<file path="src/rtl/aes_avl_pkg.sv">
// Shared constants, state encoding and word helpers for the Avalon-MM AES decryption host.
package aes_avl_pkg;

  localparam logic [3:0] AES_KEY_BASE    = 4'd0;
  localparam logic [3:0] AES_MSG_EN_BASE = 4'd4;
  localparam logic [3:0] AES_MSG_DE_BASE = 4'd8;
  localparam logic [3:0] AES_START_ADDR  = 4'd14;
  localparam logic [3:0] AES_DONE_ADDR   = 4'd15;

  localparam int unsigned WORD_W  = 32;
  localparam int unsigned BLOCK_W = 128;
  localparam int unsigned WORDS   = 4;
  localparam int unsigned IDX_W   = 2;
  localparam int unsigned LAT_W   = 2;

  typedef enum logic [3:0] {
    IDLE      = 4'd0,
    WR_KEY    = 4'd1,
    WR_MSG    = 4'd2,
    WR_START  = 4'd3,
    POLL_RD   = 4'd4,
    POLL_WAIT = 4'd5,
    RD_MSG    = 4'd6,
    CLR_START = 4'd7,
    RESP      = 4'd8
  } host_state_t;

  // Word 0 is the most significant 32 bits of the block.
  function automatic logic [WORD_W-1:0] block_word(input logic [BLOCK_W-1:0] blk,
                                                   input logic [IDX_W-1:0]   idx);
    logic [WORD_W-1:0] w;
    case (idx)
      2'd0:    w = blk[127:96];
      2'd1:    w = blk[95:64];
      2'd2:    w = blk[63:32];
      default: w = blk[31:0];
    endcase
    return w;
  endfunction

endpackage

</file>
<file path="src/rtl/avalon_aes_host.sv">
// Avalon-MM master that loads key/ciphertext into the AES register file, starts it,
// polls Done, reads back the plaintext and returns it on a valid/ready response port.
module avalon_aes_host
  import aes_avl_pkg::*;
#(
  parameter int unsigned READ_LATENCY = 0,
  parameter int unsigned POLL_GAP     = 2,
  parameter int unsigned POLL_LIMIT   = 1024
) (
  input  logic                CLK,
  input  logic                RESET,
  input  logic                CMD_VALID,
  output logic                CMD_READY,
  input  logic [BLOCK_W-1:0]  CMD_KEY,
  input  logic [BLOCK_W-1:0]  CMD_MSG,
  output logic                RSP_VALID,
  input  logic                RSP_READY,
  output logic [BLOCK_W-1:0]  RSP_DATA,
  output logic                RSP_TIMEOUT,
  output logic                BUSY,
  output logic                AVL_CS,
  output logic                AVL_READ,
  output logic                AVL_WRITE,
  output logic [3:0]          AVL_ADDR,
  output logic [3:0]          AVL_BYTE_EN,
  output logic [WORD_W-1:0]   AVL_WRITEDATA,
  input  logic [WORD_W-1:0]   AVL_READDATA
);

  localparam int unsigned PCNT_W = $clog2(POLL_LIMIT + 1);
  localparam int unsigned GAP_W  = (POLL_GAP > 1) ? $clog2(POLL_GAP) : 1;

  host_state_t          state, state_n;
  logic [IDX_W-1:0]     beat, beat_n;
  logic [LAT_W-1:0]     lat_cnt, lat_n;
  logic [GAP_W-1:0]     gap_cnt, gap_n;
  logic [PCNT_W-1:0]    poll_cnt, poll_n, poll_inc;
  logic [BLOCK_W-1:0]   key_q, key_n, msg_q, msg_n, pt_q, pt_n;
  logic                 timeout_q, to_n;
  logic                 rd_last;

  logic                 cmd_ready_n, rsp_valid_n, rsp_to_n, busy_n;
  logic [BLOCK_W-1:0]   rsp_data_n;
  logic                 cs_n, rd_n, wr_n;
  logic [3:0]           addr_n;
  logic [WORD_W-1:0]    wdata_n;

  // Next-state, datapath and next-output logic; outputs follow the next state so they register in step.
  always_comb begin
    state_n     = state;
    beat_n      = beat;
    lat_n       = lat_cnt;
    gap_n       = gap_cnt;
    poll_n      = poll_cnt;
    key_n       = key_q;
    msg_n       = msg_q;
    pt_n        = pt_q;
    to_n        = timeout_q;
    rsp_valid_n = RSP_VALID;
    rsp_data_n  = RSP_DATA;
    rsp_to_n    = RSP_TIMEOUT;
    rd_last     = (lat_cnt == LAT_W'(READ_LATENCY));
    poll_inc    = poll_cnt + PCNT_W'(1);

    case (state)
      IDLE: begin
        if (CMD_VALID && CMD_READY) begin
          key_n   = CMD_KEY;
          msg_n   = CMD_MSG;
          beat_n  = '0;
          poll_n  = '0;
          to_n    = 1'b0;
          state_n = WR_KEY;
        end
      end
      WR_KEY: begin
        if (beat == IDX_W'(WORDS - 1)) begin
          beat_n  = '0;
          state_n = WR_MSG;
        end else begin
          beat_n = beat + IDX_W'(1);
        end
      end
      WR_MSG: begin
        if (beat == IDX_W'(WORDS - 1)) begin
          beat_n  = '0;
          state_n = WR_START;
        end else begin
          beat_n = beat + IDX_W'(1);
        end
      end
      WR_START: begin
        lat_n   = '0;
        state_n = POLL_RD;
      end
      POLL_RD: begin
        if (rd_last) begin
          poll_n = poll_inc;
          lat_n  = '0;
          if (AVL_READDATA[0]) begin
            beat_n  = '0;
            state_n = RD_MSG;
          end else if (poll_inc == PCNT_W'(POLL_LIMIT)) begin
            to_n    = 1'b1;
            state_n = CLR_START;
          end else if (POLL_GAP == 0) begin
            state_n = POLL_RD;
          end else begin
            gap_n   = '0;
            state_n = POLL_WAIT;
          end
        end else begin
          lat_n = lat_cnt + LAT_W'(1);
        end
      end
      POLL_WAIT: begin
        if (gap_cnt == GAP_W'(POLL_GAP - 1)) begin
          lat_n   = '0;
          state_n = POLL_RD;
        end else begin
          gap_n = gap_cnt + GAP_W'(1);
        end
      end
      RD_MSG: begin
        if (rd_last) begin
          pt_n  = {pt_q[BLOCK_W-WORD_W-1:0], AVL_READDATA};
          lat_n = '0;
          if (beat == IDX_W'(WORDS - 1)) state_n = CLR_START;
          else                           beat_n  = beat + IDX_W'(1);
        end else begin
          lat_n = lat_cnt + LAT_W'(1);
        end
      end
      CLR_START: begin
        rsp_valid_n = 1'b1;
        rsp_data_n  = timeout_q ? '0 : pt_q;
        rsp_to_n    = timeout_q;
        state_n     = RESP;
      end
      RESP: begin
        if (RSP_VALID && RSP_READY) begin
          rsp_valid_n = 1'b0;
          state_n     = IDLE;
        end
      end
      default: state_n = IDLE;
    endcase

    rd_n    = 1'b0;
    wr_n    = 1'b0;
    addr_n  = '0;
    wdata_n = '0;
    case (state_n)
      WR_KEY: begin
        wr_n    = 1'b1;
        addr_n  = AES_KEY_BASE + 4'(beat_n);
        wdata_n = block_word(key_n, beat_n);
      end
      WR_MSG: begin
        wr_n    = 1'b1;
        addr_n  = AES_MSG_EN_BASE + 4'(beat_n);
        wdata_n = block_word(msg_n, beat_n);
      end
      WR_START: begin
        wr_n    = 1'b1;
        addr_n  = AES_START_ADDR;
        wdata_n = 32'h1;
      end
      POLL_RD: begin
        rd_n   = 1'b1;
        addr_n = AES_DONE_ADDR;
      end
      RD_MSG: begin
        rd_n   = 1'b1;
        addr_n = AES_MSG_DE_BASE + 4'(beat_n);
      end
      CLR_START: begin
        wr_n   = 1'b1;
        addr_n = AES_START_ADDR;
      end
      default: ;
    endcase
    cs_n        = rd_n | wr_n;
    cmd_ready_n = (state_n == IDLE);
    busy_n      = (state_n != IDLE);
  end

  always_ff @(posedge CLK) begin
    if (!RESET) begin
      state         <= IDLE;
      beat          <= '0;
      lat_cnt       <= '0;
      gap_cnt       <= '0;
      poll_cnt      <= '0;
      key_q         <= '0;
      msg_q         <= '0;
      pt_q          <= '0;
      timeout_q     <= 1'b0;
      CMD_READY     <= 1'b0;
      RSP_VALID     <= 1'b0;
      RSP_DATA      <= '0;
      RSP_TIMEOUT   <= 1'b0;
      BUSY          <= 1'b0;
      AVL_CS        <= 1'b0;
      AVL_READ      <= 1'b0;
      AVL_WRITE     <= 1'b0;
      AVL_ADDR      <= '0;
      AVL_BYTE_EN   <= '0;
      AVL_WRITEDATA <= '0;
    end else begin
      state         <= state_n;
      beat          <= beat_n;
      lat_cnt       <= lat_n;
      gap_cnt       <= gap_n;
      poll_cnt      <= poll_n;
      key_q         <= key_n;
      msg_q         <= msg_n;
      pt_q          <= pt_n;
      timeout_q     <= to_n;
      CMD_READY     <= cmd_ready_n;
      RSP_VALID     <= rsp_valid_n;
      RSP_DATA      <= rsp_data_n;
      RSP_TIMEOUT   <= rsp_to_n;
      BUSY          <= busy_n;
      AVL_CS        <= cs_n;
      AVL_READ      <= rd_n;
      AVL_WRITE     <= wr_n;
      AVL_ADDR      <= addr_n;
      AVL_BYTE_EN   <= cs_n ? 4'hF : 4'h0;
      AVL_WRITEDATA <= wdata_n;
    end
  end

endmodule

</file>
<file path="config.mk">
export PLATFORM = sky130hd
export DESIGN_NAME = avalon_aes_host
export DESIGN_NICKNAME = d
export VERILOG_FILES = /design/src/rtl/aes_avl_pkg.sv /design/src/rtl/avalon_aes_host.sv
export SDC_FILE = /design/constraint.sdc
export NUM_CORES = 1
export LEC_CHECK = 0
export BUFFER_PORTS_ARGS = -buffer_cell sky130_fd_sc_hd__buf_4
export CORE_UTILIZATION = 47
export DETAILED_ROUTE_END_ITERATION = 10
export PLACE_DENSITY = 0.73
export SLEW_MARGIN = 20
export SYNTH_ARGS = -nofsm -noshare
export SYNTH_HDL_FRONTEND = slang
export SYNTH_SLANG_ARGS = --single-unit
export TNS_END_PERCENT = 100
</file>
<file path="constraint.sdc">
create_clock -name CLK -period 3.64 [get_ports CLK]
set_clock_uncertainty 0.1 [all_clocks]
set_input_delay 0.546 -clock CLK [delete_from_list [all_inputs] [get_ports CLK]]
set_output_delay 0.546 -clock CLK [all_outputs]
set_load 0.005 [all_outputs]
</file>
; ---- Word level (Yosys, flattened, before mapping)
; Index checks and enable logic that the tools add are counted.
[classes]
n_reduce_logical = 22
muxes = 48
bitwise_logic = 1
n_eq_ne = 25
n_addsub = 6
[op_table]
columns = operator, n
row1 = $mux 128, 5
row2 = $pmux 32 s3, 3
row3 = $mux 4, 9
row4 = $pmux 4 s9, 1
row5 = $eq 4x3->1 const B, 7
row6 = $mux 11, 2
row7 = $pmux 11 s2, 1
row8 = $mux 2, 10
row9 = $pmux 4 s5, 1
row10 = $eq 4x2->1 const B, 4
row11 = $ne 2x2->1 const B, 7
row12 = $add 11x1->11 const B, 1
row13 = $eq 11x11->1 const B, 1
row14 = $mux 1, 11
row15 = $eq 4x1->1 const B, 2
row16 = $logic_not 4->1, 2
row17 = $pmux 2 s4, 1
row18 = $reduce_or 2->1, 4
row19 = $pmux 1 s2, 3
row20 = $pmux 2 s3, 1
row21 = $reduce_and 2->1, 3
row22 = $reduce_bool 2->1, 3
row23 = $reduce_and 5->1, 1
row24 = $add 2x1->2 const B, 2
row25 = 14 further kinds, 17
[totals]
in_bits = 292
word_cells = 122
ff_bits = 580
out_inout_bits = 175

; ---- Depth between registers and ports, before layout
; Gate-level depths: netlist of run 1.
[logic_depth]
word_depth = 11
ltp_mapped = 13
mapped_depth_nobuf = 10

; ---- Least setup slack after synthesis of run 1
; No wires, ideal clock.
[synth_path]
kind = reg2reg
from = register lat_cnt[0]
to = register AVL_WRITEDATA[11]
n_path_buf = 2
setup_time_ns = 0.134
path_slack_ns = 1.087
path_stages_with_launch = 12
arrival_ns = 2.319
period_less_slack_ns = 2.553
t_required_ns = 3.406
path_cell_list = dfxtp_1 -> inv_1 -> ha_1 -> buf_2 -> o21ai_0 -> a22oi_1 -> a31oi_2 -> nor2_4 -> buf_6 -> mux4_2 -> a21boi_0 -> o22ai_1
[synth_between]
elab_chain_len = 6
elab_cells_between_ends = 16
classes_between = eq/ne (5) / mux (9) / reduce/logical (2)
[synth_rtl]
columns = element, line
row1 = start: declaration, avalon_aes_host.sv:35  ; logic [LAT_W-1:0] lat_cnt, lat_n;
row2 = start signal: assignment, avalon_aes_host.sv:213  ; lat_cnt <= lat_n;
row3 = $logic_not 2->1 *, avalon_aes_host.sv:62  ; rd_last = (lat_cnt == LAT_W'(READ_LATENCY));
row4 = "$mux 2, on equally long branches", "avalon_aes_host.sv:125, avalon_aes_host.sv:97"
row5 = $pmux 2 s4, avalon_aes_host.sv:65  ; case (state)
row6 = "$eq 2x2->1, or another cell as far along", aes_avl_pkg.sv:32  ; case (idx)
row7 = $pmux 32 s3, aes_avl_pkg.sv:32
row8 = $pmux 32 s3 *, avalon_aes_host.sv:153  ; case (state_n)
row9 = end signal: assignment, avalon_aes_host.sv:230  ; AVL_WRITEDATA <= wdata_n;
row10 = end: declaration, avalon_aes_host.sv:26  ; output logic [WORD_W-1:0] AVL_WRITEDATA,
; Every way passes the cells marked *; elsewhere a longest branch is shown, timed or not.
; A chain may end at the register's enable or synchronous reset.

; ---- Final worst setup path of run 1
[layout_path]
from = register state[0]
to = register AVL_WRITEDATA[11]
[layout_between]
elab_chain_len = 6
elab_cells_between_ends = 31
classes_between = eq/ne (13) / mux (15) / reduce/logical (3)
[layout_rtl]
columns = element, line
row1 = start: declaration, avalon_aes_host.sv:33  ; host_state_t state, state_n;
row2 = start signal: assignment, avalon_aes_host.sv:211  ; state <= state_n;
row3 = $eq 4x2->1 / $eq 4x1->1 (equally long branches), avalon_aes_host.sv:65
row4 = $reduce_or 2->1 (no line), -
row5 = $pmux 2 s4, avalon_aes_host.sv:65
row6 = "$eq 2x2->1, or another cell as far along", aes_avl_pkg.sv:32
row7 = $pmux 32 s3, aes_avl_pkg.sv:32
row8 = $pmux 32 s3 *, avalon_aes_host.sv:153
; Marked as above.

==> impl_results.rst, run 1 <==
.. list-table::
   :header-rows: 1

   * - Metric
     - Value
   * - Fin crit share
     - 92.83%
   * - Main flop type after synthesis
     - dfxtp_1
   * - Post-CTS Hold Buffers
     - 0
   * - Average wire per cell in the routed design
     - 19.74 um
   * - Sink Count
     - 576
   * - Synth Area per Inst
     - 8.720 um2
   * - Number of DRC violations after detailed routing
     - 0
   * - Area of placed instances
     - 0.02672 mm2
   * - Total count of hold-check failures in the final report
     - 0
   * - Initial Utilization
     - 47.81%
   * - Relative max-transition margin
     - 13.89%
   * - Slowest library cell on the worst path
     - dfxtp_1
   * - Total via count after detailed routing
     - 19880
   * - Worst-Skew Late Latency
     - 640 ps
   * - Class of the most critical setup path
     - register to register
   * - Fraction of final layout cells sized beyond drive strength 1
     - 22.86%
   * - Global-route wire length before repair
     - 108.0 mm
   * - Setup WS pre-CTS
     - 246.6 ps
   * - Sum Neg Setup Slack
     - 0 ps
   * - Total grt overflow
     - 0
   * - Finished Cell Area
     - 0.02877 mm2
   * - Slew @ Worst Pin
     - 1292 ps
   * - Synth warnings
     - 0
   * - Capture instance of the worst register-to-register path
     - AVL_WRITEDATA[11]
   * - Number of DRC markers after the initial detailed-route iteration
     - 1583
   * - Share of flip-flops with an asynchronous set or reset after synthesis
     - 0%
   * - Maximum resistive drop on vdd
     - 0.0004052 V
   * - Top cell type by total area after synthesis
     - dfxtp_1
   * - Yosys reg bits
     - 576
   * - Depth of the CTS H-tree
     - 2
   * - Class of the worst hold path
     - input port to register
   * - Unique cell type count in the Yosys netlist
     - 65
   * - Maximum cell stage delay along the critical path
     - 540 ps
   * - Area Overhead vs Synth
     - 25.51%
   * - Leakage component of the power
     - 10.93 nW
   * - Top cells by area, synth
     - dfxtp_1 (50%), a21oi_1 (9.4%), nand2_1 (8.6%), mux2i_1 (5.8%), nor2_1 (4.7%)
   * - Depth of the critical timing path with buffers and inverters included
     - 9
   * - Worst reg-to-reg path cell count
     - 9
   * - Share of the core filled with cells in the final layout
     - 60.01%
   * - Clock tree root driver cell
     - clkbuf_16
   * - TritonCTS clock tree
     - built
   * - Drt total wl
     - 71.94 mm
   * - Critical path destination
     - AVL_WRITEDATA[11]
   * - DPL Wire Length
     - 50.14 mm
   * - Quantity of gates resized following cts
     - 0
   * - Placer's final routability congestion estimate
     - 0.9114
   * - Number of buffers created by CTS
     - 59
   * - Kind of end point of the critical path
     - register
   * - Buffering stage count on the worst path with inverters included
     - 2
   * - Kind of start point of the critical path
     - register
   * - Clock-pin slew on the worst setup and hold paths
     - 60 ps
   * - Net total in the final layout
     - 3276
   * - Final number of setup-violating endpoints
     - 0
   * - Post-synthesis cell area
     - 0.02292 mm2
   * - Horizontal die dimension
     - 222.9 um
   * - Top cell type's share of synthesized area
     - 50.30%
   * - Highest clock rate
     - 296.0 MHz
   * - Maximum number of pins on one net before global-route repair
     - 260
   * - Worst endpoint required time
     - 4100 ps
   * - Standard-cell row count
     - 80
   * - Drt pass-1 iters
     - 7
   * - Clock Path Buffers
     - 3
   * - Critical-path cell list
     - nor2b_1, a41oi_1, a22oi_4, buf_12, buf_4, nor2_1, a211oi_1, a21oi_1, o22ai_1
   * - IO Pins
     - 467
   * - Number of nets with antenna violations after detailed routing
     - 0
   * - Register-to-register setup slack
     - 260 ps
   * - Launching element of the worst setup path
     - state[0]
   * - Antenna violations before repair
     - 6
   * - Setup repair after global routing missed its margin
     - false
   * - Worst-path maximum fanout
     - 79
   * - Overall track demand over capacity in global routing
     - 27.89%
   * - Area of the die
     - 0.04966 mm2
   * - Slew Limit Fails
     - 0
   * - Dominant delay contributor by cell family on the critical path
     - compound AO/OA/AOI/OAI gates
   * - Post-CTS setup buffer count
     - 0
   * - Smallest setup slack after layout
     - 261.1 ps
   * - Die height
     - 222.9 um
   * - Launch instance of the worst register-to-register path
     - state[0]
   * - CP Data Arrival Time
     - 3840 ps
   * - Share of the yosys chip area belonging to registers
     - 50.30%
   * - Max-capacitance violation count
     - 0
   * - Number of instances in the synthesized netlist
     - 2629
   * - Number of buffers added on ports
     - 466
   * - Post-synth EDFFs
     - 0
   * - Outcome
     - finished clean
   * - Number of global-route vias before repair
     - 19120
   * - Core area
     - 0.04795 mm2
   * - Average vias per placed instance
     - 5.453
   * - Net count of the mapped netlist
     - 2928
   * - Minimum clock period
     - 3379 ps
   * - Pwr Density
     - 495.2 mW/mm2
[flip-flops by register name, summed over array words and instances (netlist names), 2 cells and up]
| name | flops |
|---|---|
| pt_q | 128 |
| AVL_WRITEDATA | 32 |
| msg_q | 128 |
| RSP_DATA | 128 |
| key_q | 128 |
| beat | 2 |
| AVL_ADDR | 4 |
| state | 4 |
| poll_cnt | 11 |
| lat_cnt | 2 |
[routing by layer]
| metal | track usage [%] | share of wire [%] |
|---|---|---|
| met1 | 32.62 | 40 |
| met3 | 7.204 | 7.1 |
| met4 | 12.01 | 4.0 |
| met2 | 48.16 | 49 |
| met5 | 0 | 0.029 |
[cell usage in the layout, fill, tap and decap left out, types with 7 or more instances in the layout]
cell type	netlist	final
nor2_1	290	290
clkbuf_1	153	10
o21ai_0	18	18
mux4_2	31	31
mux2i_1	133	133
a21oi_1	430	430
buf_12	0	11
inv_1	9	9
nor3_1	7	7
diode_2	0	7
a211oi_1	35	35
o22ai_1	32	32
a21boi_0	28	28
clkbuf_16	0	60
ha_1	7	7
clkinv_2	0	9
dfxtp_1	576	575
clkbuf_8	0	11
nand2_1	526	526
buf_4	17	502
mux2_2	32	32
nor3b_1	129	129
and2_1	33	33
[how the worst min path moves through the flow]
stage                            from          to  depth (start not counted)
after floorplan             pt_q[100]   pt_q[100]                          2
after global placement     key_q[111]  key_q[111]                          2
after detailed placement    pt_q[100]   pt_q[100]                          2
after CTS                 CMD_KEY[25]   key_q[25]                          3
after global routing      CMD_KEY[79]   key_q[79]                          3
final                     CMD_KEY[84]   key_q[84]                          3
[layout make-up]
cell class | count | area, um2
multi-input cells | 1817 | 10380
clock buffers | 81 | 1690
fillers | 4238 | 19170
flip-flops and latches | 576 | 11530
clock inverters | 26 | 349.1
inverters | 10 | 45.04
repair buffers | 513 | 3989
well taps | 615 | 769.5
diodes | 7 | 17.52
[cell usage after synthesis, types with 8 or more instances]
cell      count
a211oi_1     35
a21boi_0     28
a21oi_1     430
and2_1       33
buf_2        48
buf_4        17
clkbuf_1    153
dfxtp_1     576
inv_1         9
mux2_2       32
mux2i_1     133
mux4_2       31
nand2_1     526
nand3_1       8
nor2_1      290
nor3b_1     129
o21ai_0      18
o22ai_1      32
[report_power, final]
part           switching, mW  total [mW]  internal [mW]
Sequential            0.0838        6.57           6.49
Clock                   2.59        6.28           3.69
Combinational          0.762        1.39          0.632
Total                   3.44        14.2           10.8
[through the flow]
step / hold WS, ps / cells / power (mW)
after global routing: 32.33 / 3642 / 14.71
final: 41.68 / 3645 / 14.25
after CTS: 23.78 / 3638 / 14.34
after floorplan: 331.5 / 2629 / 7.512
after global placement: 338.4 / 3531 / 8.080
after detailed placement: 345.0 / 3531 / 8.103
[cell families after synthesis]
| logic type | after synthesis | synth area share, % |
|---|---|---|
| adder cells (fa/ha/maj) | 7 | 0.3820 |
| multiplexers | 196 | 10.42 |
| XOR/XNOR | 4 | 0.1528 |
| flip-flops | 576 | 50.30 |
| AND/OR/NAND/NOR | 1034 | 20.21 |
| buffers and inverters | 236 | 4.574 |
| AO/OA/AOI/OAI | 576 | 13.96 |
[worst min-delay path, stage by stage]
cell and delay [ps]:
buf_4 110, nand2_1 40, a21oi_1 50
(Power assumes the default switching activity.)
==> run 2: changes to the inputs <==
PLACE_DENSITY = 0.76   (was 0.73)
clock period = 2.95 ns   (was 3.64 ns; I/O delays follow)
==> impl_results.rst, run 2 (synthesis gave the netlist of run 1 again) <==
.. list-table::
   :header-rows: 1

   * - Metric
     - Value
   * - Outcome
     - finished clean
   * - Fin crit share
     - 96.08% (+3.3 points)
   * - IO Pins
     - 467 (unchanged)
   * - Leakage component of the power
     - 12.17 nW (+11%)
   * - Drt pass-1 iters
     - 5 (-2)
   * - Clk network pwr share
     - 43.7% (-0.4 points)
   * - Clock tree root driver cell
     - clkbuf_16
   * - Worst endpoint required time
     - 3380 ps (-720 ps)
   * - Die height
     - 222.9 um (unchanged)
   * - Maximum number of pins on one net before global-route repair
     - 195 (-25%)
   * - Class of the most critical setup path
     - register to register
   * - Slew Limit Fails
     - 0 (unchanged)
   * - Number of global-route vias before repair
     - 21540 (+13%)
   * - Antenna violations before repair
     - 4 (-2)
   * - Sum Neg Setup Slack
     - 0 ps (unchanged)
   * - Number of buffers added on ports
     - 466 (unchanged)
   * - Depth of the CTS H-tree
     - 2 (unchanged)
   * - Total count of hold-check failures in the final report
     - 0 (unchanged)
   * - DPL Wire Length
     - 51.40 mm (+2.5%)
   * - Slew @ Worst Pin
     - 1044 ps (-247.6 ps)
   * - Average vias per placed instance
     - 5.502 (+0.91%)
   * - Share of the core filled with cells in the final layout
     - 65.64% (+5.6 points)
   * - TritonCTS clock tree
     - built
   * - Number of DRC violations after detailed routing
     - 0 (unchanged)
   * - Worst-path maximum fanout
     - 31 (-61%)
   * - Number of DRC markers after the initial detailed-route iteration
     - 1727 (+9.1%)
   * - Setup repair after global routing missed its margin
     - false
   * - Average wire per cell in the routed design
     - 20.46 um (+3.7%)
   * - Minimum clock period
     - 2834 ps (-544.4 ps)
   * - Drt total wl
     - 79.99 mm (+11%)
   * - Max-capacitance violation count
     - 0 (unchanged)
   * - Net Sw Frac
     - 24.12% (about the same)
   * - Relative max-transition margin
     - 30.39% (+17 points)
   * - Clock-pin slew on the worst setup and hold paths
     - 60 ps (about the same)
   * - Horizontal die dimension
     - 222.9 um (unchanged)
   * - Area of the die
     - 0.04966 mm2 (unchanged)
   * - Kind of end point of the critical path
     - register
   * - Overall track demand over capacity in global routing
     - 31.33% (+3.4 points)
   * - Number of nets with antenna violations after detailed routing
     - 0 (unchanged)
   * - Most used cell along the critical path
     - buf_4
   * - Fraction of final layout cells sized beyond drive strength 1
     - 22.73% (-0.13 points)
   * - Initial Utilization
     - 47.81% (unchanged)
   * - Slowest library cell on the worst path
     - dfxtp_1
   * - Leading cell type in the layout, fill and taps excluded
     - dfxtp_1
   * - Sequential group share of total power
     - 44.6% (-1.5 points)
   * - Kind of start point of the critical path
     - register
   * - Maximum cell stage delay along the critical path
     - 330 ps (-210 ps)
   * - Class of the worst hold path
     - input port to register
   * - Total grt overflow
     - 0 (unchanged)
   * - Standard-cell row count
     - 80 (unchanged)
   * - Number of buffers created by CTS
     - 58 (-1.7%)
   * - Highest clock rate
     - 352.8 MHz (+19%)
   * - Area Overhead vs Synth
     - 37.28%
   * - Maximum resistive drop on vdd
     - 0.0005230 V (+29%)
   * - Core area
     - 0.04795 mm2 (unchanged)
   * - Combinational fraction of design power
     - 11.7% (+1.9 points)
   * - P_sw
     - 4.393 mW (+28%)
   * - Final number of setup-violating endpoints
     - 0 (unchanged)
   * - CP Data Arrival Time
     - 3270 ps (-570 ps)
   * - Internal power
     - 13.82 mW (+28%)
   * - Critical-path cell list
     - inv_1, ha_1, buf_4, nor4b_2, o21a_1, a311oi_1, o21ai_0, buf_4, or2_2, nand2b_1, buf_4, o22ai_1
   * - Commonest non-fill, non-tap cells in the layout
     - dfxtp_1 (574), buf_4 (546), nand2_1 (526)
   * - Net total in the final layout
     - 3541 (+8.1%)
   * - Sink Count
     - 576 (unchanged)
   * - Global-route wire length before repair
     - 121.3 mm (+12%)
   * - Pwr Density
     - 578.6 mW/mm2 (+17%)
   * - Clock Path Buffers
     - 3 (unchanged)
   * - Placer's final routability congestion estimate
     - 0.9383 (+3.0%)
   * - Total via count after detailed routing
     - 21510 (+8.2%)
   * - Worst-Skew Late Latency
     - 630 ps (about the same)
[run 2: power groups by stage]
stage / sequential [mW] / combinational [mW] / clock (mW)
after floorplan: 8.24 / 1.03 / 0
after global placement: 8.27 / 1.79 / 0
after detailed placement: 8.28 / 1.82 / 0
after CTS: 8.11 / 2.06 / 8.02
after global routing: 8.13 / 2.26 / 8.37
final: 8.12 / 2.14 / 7.95
[run 2: final timing paths]
path | from | to | slack [ps] | cells after the start
max | lat_cnt[0] | AVL_WRITEDATA[21] | 120 | 12
max reg2reg | lat_cnt[0] | AVL_WRITEDATA[21] | 120 | 12
min | CMD_MSG[122] | msg_q[122] | 20 | 3
min reg2reg | pt_q[126] | pt_q[126] | 350 | 2
[run 2: area by class of cell]
type	instances	area, um2
fillers	3625	16470
flip-flops and latches	576	11540
multi-input cells	1817	10390
repair buffers	779	6641
clock buffers	82	1672
well taps	615	769.5
clock inverters	27	414.1
inverters	10	45.04
diodes	3	7.507
[run 2: worst max-delay path: cells and delay by family (launching register included)]
kind	cells	cell delay, ps
AOI/OAI and AO/OA	4	740
adders and majority gates	1	250
buffers and inverters	4	690
DFF	1	330
and+or+nand+nor	3	610
[run 2: through the flow]
stage | setup slack [ps] | instance area [um2] | hold slack [ps] | std cells | total power [mW]
after global placement | 166.1 | 27160 | 338.6 | 3575 | 10.06
after global routing | 1.031 | 31470 | 22.84 | 3908 | 18.77
after floorplan | 397.5 | 22920 | 331.5 | 2629 | 9.269
after detailed placement | 131.6 | 27160 | 343.8 | 3575 | 10.10
after CTS | 86.03 | 31350 | 1.075 | 3894 | 18.19
final | 115.5 | 31470 | 16.57 | 3909 | 18.21
[run 2: what timing repair did]
item                                   4_1_cts  5_1_grt
buffers inserted                             0       10
hold buffers                               210        2
setup endpoints to repair                    0        6
gates resized for setup                      0        4
endpoints found under the hold margin      210        2
[run 2: metal layers]
layer	global-route usage [%]	vias to the layer above	share of wire, %
li1	-	10130	-
met1	34.93	10160	37
met2	53.11	919	48
met3	8.653	296	8.1
met4	19.18	4	6.4
met5	0	-	0.034
